$ cat config.mk
export PLATFORM = sky130hd
export DESIGN_NAME = rcpu_irq_ctrl
export DESIGN_NICKNAME = d
export VERILOG_FILES = /design/src/rtl/rcpu_irq_ctrl_pkg.sv /design/src/rtl/rcpu_irq_ctrl_prio_arbiter.sv /design/src/rtl/rcpu_irq_ctrl.sv
export SDC_FILE = /design/constraint.sdc
export NUM_CORES = 1
export LEC_CHECK = 0
export CAP_MARGIN = 20
export CORE_MARGIN = 1
export CORE_UTILIZATION = 39
export DETAILED_ROUTE_END_ITERATION = 12
export GPL_ROUTABILITY_DRIVEN = 0
export MAX_ROUTING_LAYER = met4
export PLACE_DENSITY = 0.67
export SYNTH_ARGS = -nofsm -noshare
export SYNTH_HDL_FRONTEND = slang
export SYNTH_SLANG_ARGS = --single-unit
$ cat constraint.sdc
create_clock -name clk -period 2.85 [get_ports clk]
set_input_delay 0.4275 -clock clk [delete_from_list [all_inputs] [get_ports clk]]
set_output_delay 0.4275 -clock clk [all_outputs]
set_load 0.05 [all_outputs]
$ cat src/rtl/rcpu_irq_ctrl_pkg.sv
// rtl/rcpu_irq_ctrl_pkg.sv - shared constants for the RCPU interrupt controller
package rcpu_irq_ctrl_pkg;

    typedef enum logic [1:0] {
        ST_IDLE   = 2'd0,
        ST_ASSERT = 2'd1,
        ST_HOLD   = 2'd2
    } irqState_t;

    localparam logic [1:0] CFG_MASK    = 2'd0;
    localparam logic [1:0] CFG_PENDING = 2'd1;
    localparam logic [1:0] CFG_VEC_LO  = 2'd2;
    localparam logic [1:0] CFG_VEC_HI  = 2'd3;

    function automatic int idxWidth(input int n);
        return (n > 1) ? $clog2(n) : 1;
    endfunction

endpackage

$ cat src/rtl/rcpu_irq_ctrl_prio_arbiter.sv
// rtl/rcpu_irq_ctrl_prio_arbiter.sv - find-first arbiter with a rotating start index
module irq_prio_arbiter
    import rcpu_irq_ctrl_pkg::*;
#(
    parameter int NCH = 8,
    parameter int IW  = idxWidth(NCH)
) (
    input  logic [NCH-1:0] req,
    input  logic [IW-1:0]  start,
    output logic           valid,
    output logic [IW-1:0]  idx
);

    int j;

    always_comb begin
        valid = 1'b0;
        idx   = '0;
        j     = 0;
        for (int k = 0; k < NCH; k++) begin
            j = int'(start) + k;
            if (j >= NCH) j = j - NCH;
            if (!valid && req[j]) begin
                valid = 1'b1;
                idx   = IW'(j);
            end
        end
    end

endmodule

$ cat src/rtl/rcpu_irq_ctrl.sv
// rtl/rcpu_irq_ctrl.sv - multi-channel vectored interrupt controller for the RCPU
module rcpu_irq_ctrl
    import rcpu_irq_ctrl_pkg::*;
#(
    parameter int          NCH        = 8,
    parameter int          N          = 32,
    parameter int          M          = 16,
    parameter logic [15:0] EDGE_MASK  = 16'h00FF,
    parameter bit          RR         = 1'b0,
    parameter int          VEC_STRIDE = 4,
    parameter logic [N-1:0] VEC_RESET = N'(32'h0000_0100),
    parameter int          HOLDOFF    = 2
) (
    input  logic           clk,
    input  logic           rst,
    input  logic [NCH-1:0] irqIn,
    output logic           irq,
    input  logic           turnOffIRQ,
    output logic [N-1:0]   intAddr,
    output logic [M-1:0]   intData,
    input  logic           cfgWE,
    input  logic [1:0]     cfgAddr,
    input  logic [M-1:0]   cfgWData,
    output logic [M-1:0]   cfgRData
);

    localparam int IW = idxWidth(NCH);
    localparam logic [NCH-1:0] EDGE = EDGE_MASK[NCH-1:0];

    irqState_t      state;
    logic [NCH-1:0] mask, pending, prev, pendingNext, ackClr, w1cClr, eligible;
    logic [N-1:0]   vecBase;
    logic [IW-1:0]  rrPtr, grantCh, arbIdx;
    logic [7:0]     holdCnt;
    logic           arbValid, ackNow;

    assign ackNow   = (state == ST_ASSERT) && turnOffIRQ;
    assign eligible = mask & ((pending & EDGE) | (irqIn & ~EDGE));

    irq_prio_arbiter #(.NCH(NCH), .IW(IW)) uArb (
        .req   (eligible),
        .start (RR ? rrPtr : '0),
        .valid (arbValid),
        .idx   (arbIdx)
    );

    // New rising edges beat both the W1C clear and the ack clear in the same cycle.
    always_comb begin
        ackClr = '0;
        w1cClr = '0;
        if (ackNow) ackClr[grantCh] = 1'b1;
        if (cfgWE && cfgAddr == CFG_PENDING) w1cClr = cfgWData[NCH-1:0];
        pendingNext = ((pending & ~w1cClr & ~ackClr) | (irqIn & ~prev)) & EDGE;
    end

    always_ff @(posedge clk) begin
        if (rst) begin
            state   <= ST_IDLE;
            irq     <= 1'b0;
            intAddr <= '0;
            intData <= '0;
            mask    <= '0;
            pending <= '0;
            prev    <= '0;
            vecBase <= VEC_RESET;
            rrPtr   <= '0;
            grantCh <= '0;
            holdCnt <= '0;
        end else begin
            prev    <= irqIn;
            pending <= pendingNext;
            if (cfgWE) begin
                case (cfgAddr)
                    CFG_MASK:   mask           <= cfgWData[NCH-1:0];
                    CFG_VEC_LO: vecBase[15:0]  <= cfgWData[15:0];
                    CFG_VEC_HI: vecBase[31:16] <= cfgWData[15:0];
                    default: ;
                endcase
            end
            case (state)
                ST_IDLE: begin
                    if (arbValid) begin
                        state   <= ST_ASSERT;
                        irq     <= 1'b1;
                        grantCh <= arbIdx;
                        intAddr <= vecBase + N'(arbIdx) * N'(VEC_STRIDE);
                        intData <= M'(arbIdx);
                    end
                end
                ST_ASSERT: begin
                    if (turnOffIRQ) begin
                        irq     <= 1'b0;
                        rrPtr   <= (int'(grantCh) == NCH - 1) ? '0 : IW'(grantCh + 1'b1);
                        holdCnt <= 8'(HOLDOFF - 1);
                        state   <= ST_HOLD;
                    end
                end
                ST_HOLD: begin
                    if (holdCnt == 8'd0) state <= ST_IDLE;
                    else holdCnt <= holdCnt - 8'd1;
                end
                default: state <= ST_IDLE;
            endcase
        end
    end

    always_comb begin
        case (cfgAddr)
            CFG_MASK:    cfgRData = M'(mask);
            CFG_PENDING: cfgRData = M'(pending);
            CFG_VEC_LO:  cfgRData = M'(vecBase[15:0]);
            default:     cfgRData = M'(vecBase[31:16]);
        endcase
    end

endmodule

==> results.sh <==
export IMPL_status="complete, no violations"
export IMPL_dp_hpwl_um=9510
export IMPL_sequentialPowerShare=0.447
export IMPL_crit_buf_inv=0
export IMPL_synth_area_leaders="dfxtp_1 (42%), nand2_1 (7.4%), a21oi_1 (5.1%)"
export IMPL_power_switching_mw=1.07
export IMPL_grt_use_total=0.205
export IMPL_fin_ws_ps=229
export IMPL_power_switching_share=0.302
export IMPL_fmax_mhz=382
export IMPL_synth_warnings=0
export IMPL_coreArea_mm2=0.0122
export IMPL_comb_power_share=0.196
export IMPL_hold_buffers=0
export IMPL_fin_setup_tns_ps=0
export IMPL_drv_cap=0
export IMPL_clk_insertion_delay_late_ps=350
export IMPL_start_kind="flip-flop"
export IMPL_fp_dieArea_mm2=0.0130
export IMPL_max_vdd_ir_drop_mv=0.305
export IMPL_required_ps=3100
export IMPL_period_share=0.920
export IMPL_clock_path_buffers=2
export IMPL_clockRootBuffer="clkbuf_16"
export IMPL_crit_fanout=5
export IMPL_grt_max_degree=53
export IMPL_io_buffers=81
export IMPL_ys_types=50
export IMPL_n_antenna_cell=0
export IMPL_worstSetupPathType="flip-flop to flip-flop"
export IMPL_synthFlopType="dfxtp_1"
export IMPL_syn_area_mm2=0.00491
export IMPL_ys_ff_latch=102
export IMPL_syn_avg_cell_area_um2=8.56
export IMPL_crit_chain="nand2_1, a32o_1, a22o_1, ha_1, fa_1, a21o_1, or3b_4, nor2_1, xnor2_1, a211oi_1"
export IMPL_drtIter0Drc=348
export IMPL_syn_inst=574
export IMPL_cts_tree="done"
export IMPL_synth_edf_count=0
export IMPL_rsz0062_at_grt="false"
export IMPL_die_h_um=114
export IMPL_cts_sinks=102
export IMPL_crit_arrival_ps=2870
export IMPL_wirelength_um=12600
export IMPL_seq_area_frac_synth=0.416
export IMPL_pwr_density_cell_mw_per_mm2=570
export IMPL_layout_drive_gt1_share=0.106
export IMPL_drc=0
export IMPL_clkTransAtPathRegs_ps=70
export IMPL_antenna_left=0
export IMPL_tightest_slew_ps=842
export IMPL_endpoint_kind="flip-flop"
export IMPL_core_rowCount=40
export IMPL_h_tree_depth=3
export IMPL_slew_viol_final=0
export IMPL_p_clk_frac=0.356
export IMPL_grt_pass1_vias=4038
export IMPL_die_w_um=114
export IMPL_syn2layout_area_growth_pct=26.5
export IMPL_grt_overflow_total=0
export IMPL_critPathSlowestCell="fa_1"
export IMPL_crit_path_max_incr_delay_ps=410
export IMPL_hold_violations=0
export IMPL_synthArstFlopShare=0
export IMPL_final_core_util=0.511
export IMPL_relSlewSlack=0.438
export IMPL_wl_per_cell_um=15.3
export IMPL_p_int_mw=2.47
export IMPL_vias_per_cell=5.24
export IMPL_place_ws_ps=94.3
export IMPL_power_leakage_nw=2.20
export IMPL_vias=4295
export IMPL_dr_pass1_iters=5
export IMPL_start_util=0.404
export IMPL_crit_family="compound AO/OA/AOI/OAI gates"
export IMPL_setup_viol=0
export IMPL_numCtsBuffers=9
export IMPL_synth_top_area_share=0.416
export IMPL_yosysTopAreaCell="dfxtp_1"
export IMPL_grt_first_pass_wirelength_um=20200
export IMPL_min_period_ps=2620
export IMPL_antenna_found_initial=0
export IMPL_min_path_type="flip-flop to flip-flop"
export IMPL_pin_count=95
export IMPL_fin_skew_ps=9.19
export IMPL_fin_nets=682
## cell usage after synthesis, types with 3 or more instances
| cell type | n |
|---|---|
| buf_2 | 4 |
| ha_1 | 5 |
| dfxtp_1 | 102 |
| mux2i_1 | 16 |
| a221oi_1 | 6 |
| nand3b_1 | 3 |
| buf_1 | 4 |
| a21oi_1 | 50 |
| a22o_1 | 3 |
| nand2b_1 | 11 |
| nand2_1 | 97 |
| nand3_1 | 16 |
| a211oi_1 | 26 |
| a21o_1 | 10 |
| inv_1 | 12 |
| nor2_1 | 58 |
| and3_1 | 4 |
| nand4_1 | 5 |
| nor2b_1 | 18 |
| clkbuf_1 | 23 |
| a22oi_1 | 4 |
| buf_4 | 13 |
| xor2_1 | 10 |
| nor3_1 | 9 |
| mux4_2 | 7 |
| nor4_1 | 5 |
| xnor2_1 | 22 |
## cells by family (layout without fill, tap and decap cells)
| kind of cell | Yosys count | count (layout) | synth area share |
|---|---|---|---|
| other | 1 | 13 | 0.000763 |
| multiplexers | 24 | 24 | 0.0700 |
| adder cells (fa/ha/maj) | 6 | 6 | 0.0168 |
| AO/OA/AOI/OAI | 107 | 107 | 0.141 |
| XOR/XNOR | 32 | 32 | 0.0571 |
| buffers and inverters | 59 | 124 | 0.0616 |
| AND/OR/NAND/NOR | 243 | 243 | 0.237 |
| flip-flops | 102 | 102 | 0.416 |
## path summary, 6_finish.rpt
check,slack [ps],startpoint,to,depth (start not counted)
worst max-delay path,230,pending[6],intAddr[14],10
worst min-delay path,460,intAddr[3],intAddr[3],2
worst max register to register,230,pending[6],intAddr[14],10
worst min register to register,460,intAddr[3],intAddr[3],2
## area by class of cell
cell class              instances  area (um^2)
clock buffers                  10          239
clock inverters                 6         70.1
fillers                      1147         5950
inverters                      12         45.0
multi-input cells             425         2630
flip-flops and latches        102         2040
well taps                     168          210
repair buffers                 96          978
## power by group through the flow
stage               clock [mW]  sequential (mW)  combinational [mW]
detailed placement           0             1.62               0.696
finish                    1.26             1.58               0.696
CTS                       1.27             1.58               0.697
global placement             0             1.61               0.687
global route              1.35             1.60               0.742
floorplan                    0             1.75               0.328
## routing by layer
layer | vias up | GRT usage | part of all wire
met5 | - | - | 0
met2 | 152 | 0.322 | 0.47
met4 | 0 | 0.0762 | 0.025
met1 | 2019 | 0.266 | 0.45
met3 | 27 | 0.0318 | 0.051
li1 | 2097 | - | -
## layout by cell type, fill, tap and decap left out, types with 4 or more instances in the layout
cell,count
nor3_1,8
nand2b_1,11
clkbuf_16,9
clkdlybuf4s50_1,64
nor2b_1,18
nor4_1,5
a21oi_1,50
mux2i_1,16
dfxtp_1,102
nand3_1,16
nor2_1,58
nand2_1,97
a211oi_1,26
xor2_1,10
xnor2_1,22
buf_12,8
inv_1,12
a21o_1,10
mux4_2,7
conb_1,13
ha_1,5
nand4_1,5
buf_4,23
a221oi_1,6
and3_1,4
## repair_timing
action | 4_1_cts | 5_1_grt
buffers inserted | 0 | 1
setup endpoints to repair | 0 | 3
resized for setup | 0 | 4
## worst register-to-register path, stage by stage, from the launching register on
cell and delay (ps):
dfxtp_1 370, nand2_1 70, a32o_1 290, a22o_1 240, ha_1 210, fa_1 410, a21o_1 240, or3b_4 290
nor2_1 60, xnor2_1 120, a211oi_1 230
## stage by stage
step / total power, mW / area, um^2 / std cells / hold slack [ps]
2_1_floorplan: 2.08 / 4960 / 586 / 430
3_3_place_gp: 2.30 / 5880 / 802 / 447
3_5_place_dp: 2.31 / 5880 / 802 / 451
4_1_cts: 3.55 / 6190 / 818 / 463
5_1_grt: 3.68 / 6220 / 819 / 472
6_report: 3.54 / 6220 / 819 / 459
## registers in the layout, indices dropped and copies added (netlist names)
signal,flops
intAddr,32
grantCh,3
vecBase,32
prev,8
irq,1
pending,8
state,2
holdCnt,8
mask,8
(Power assumes the default switching activity.)
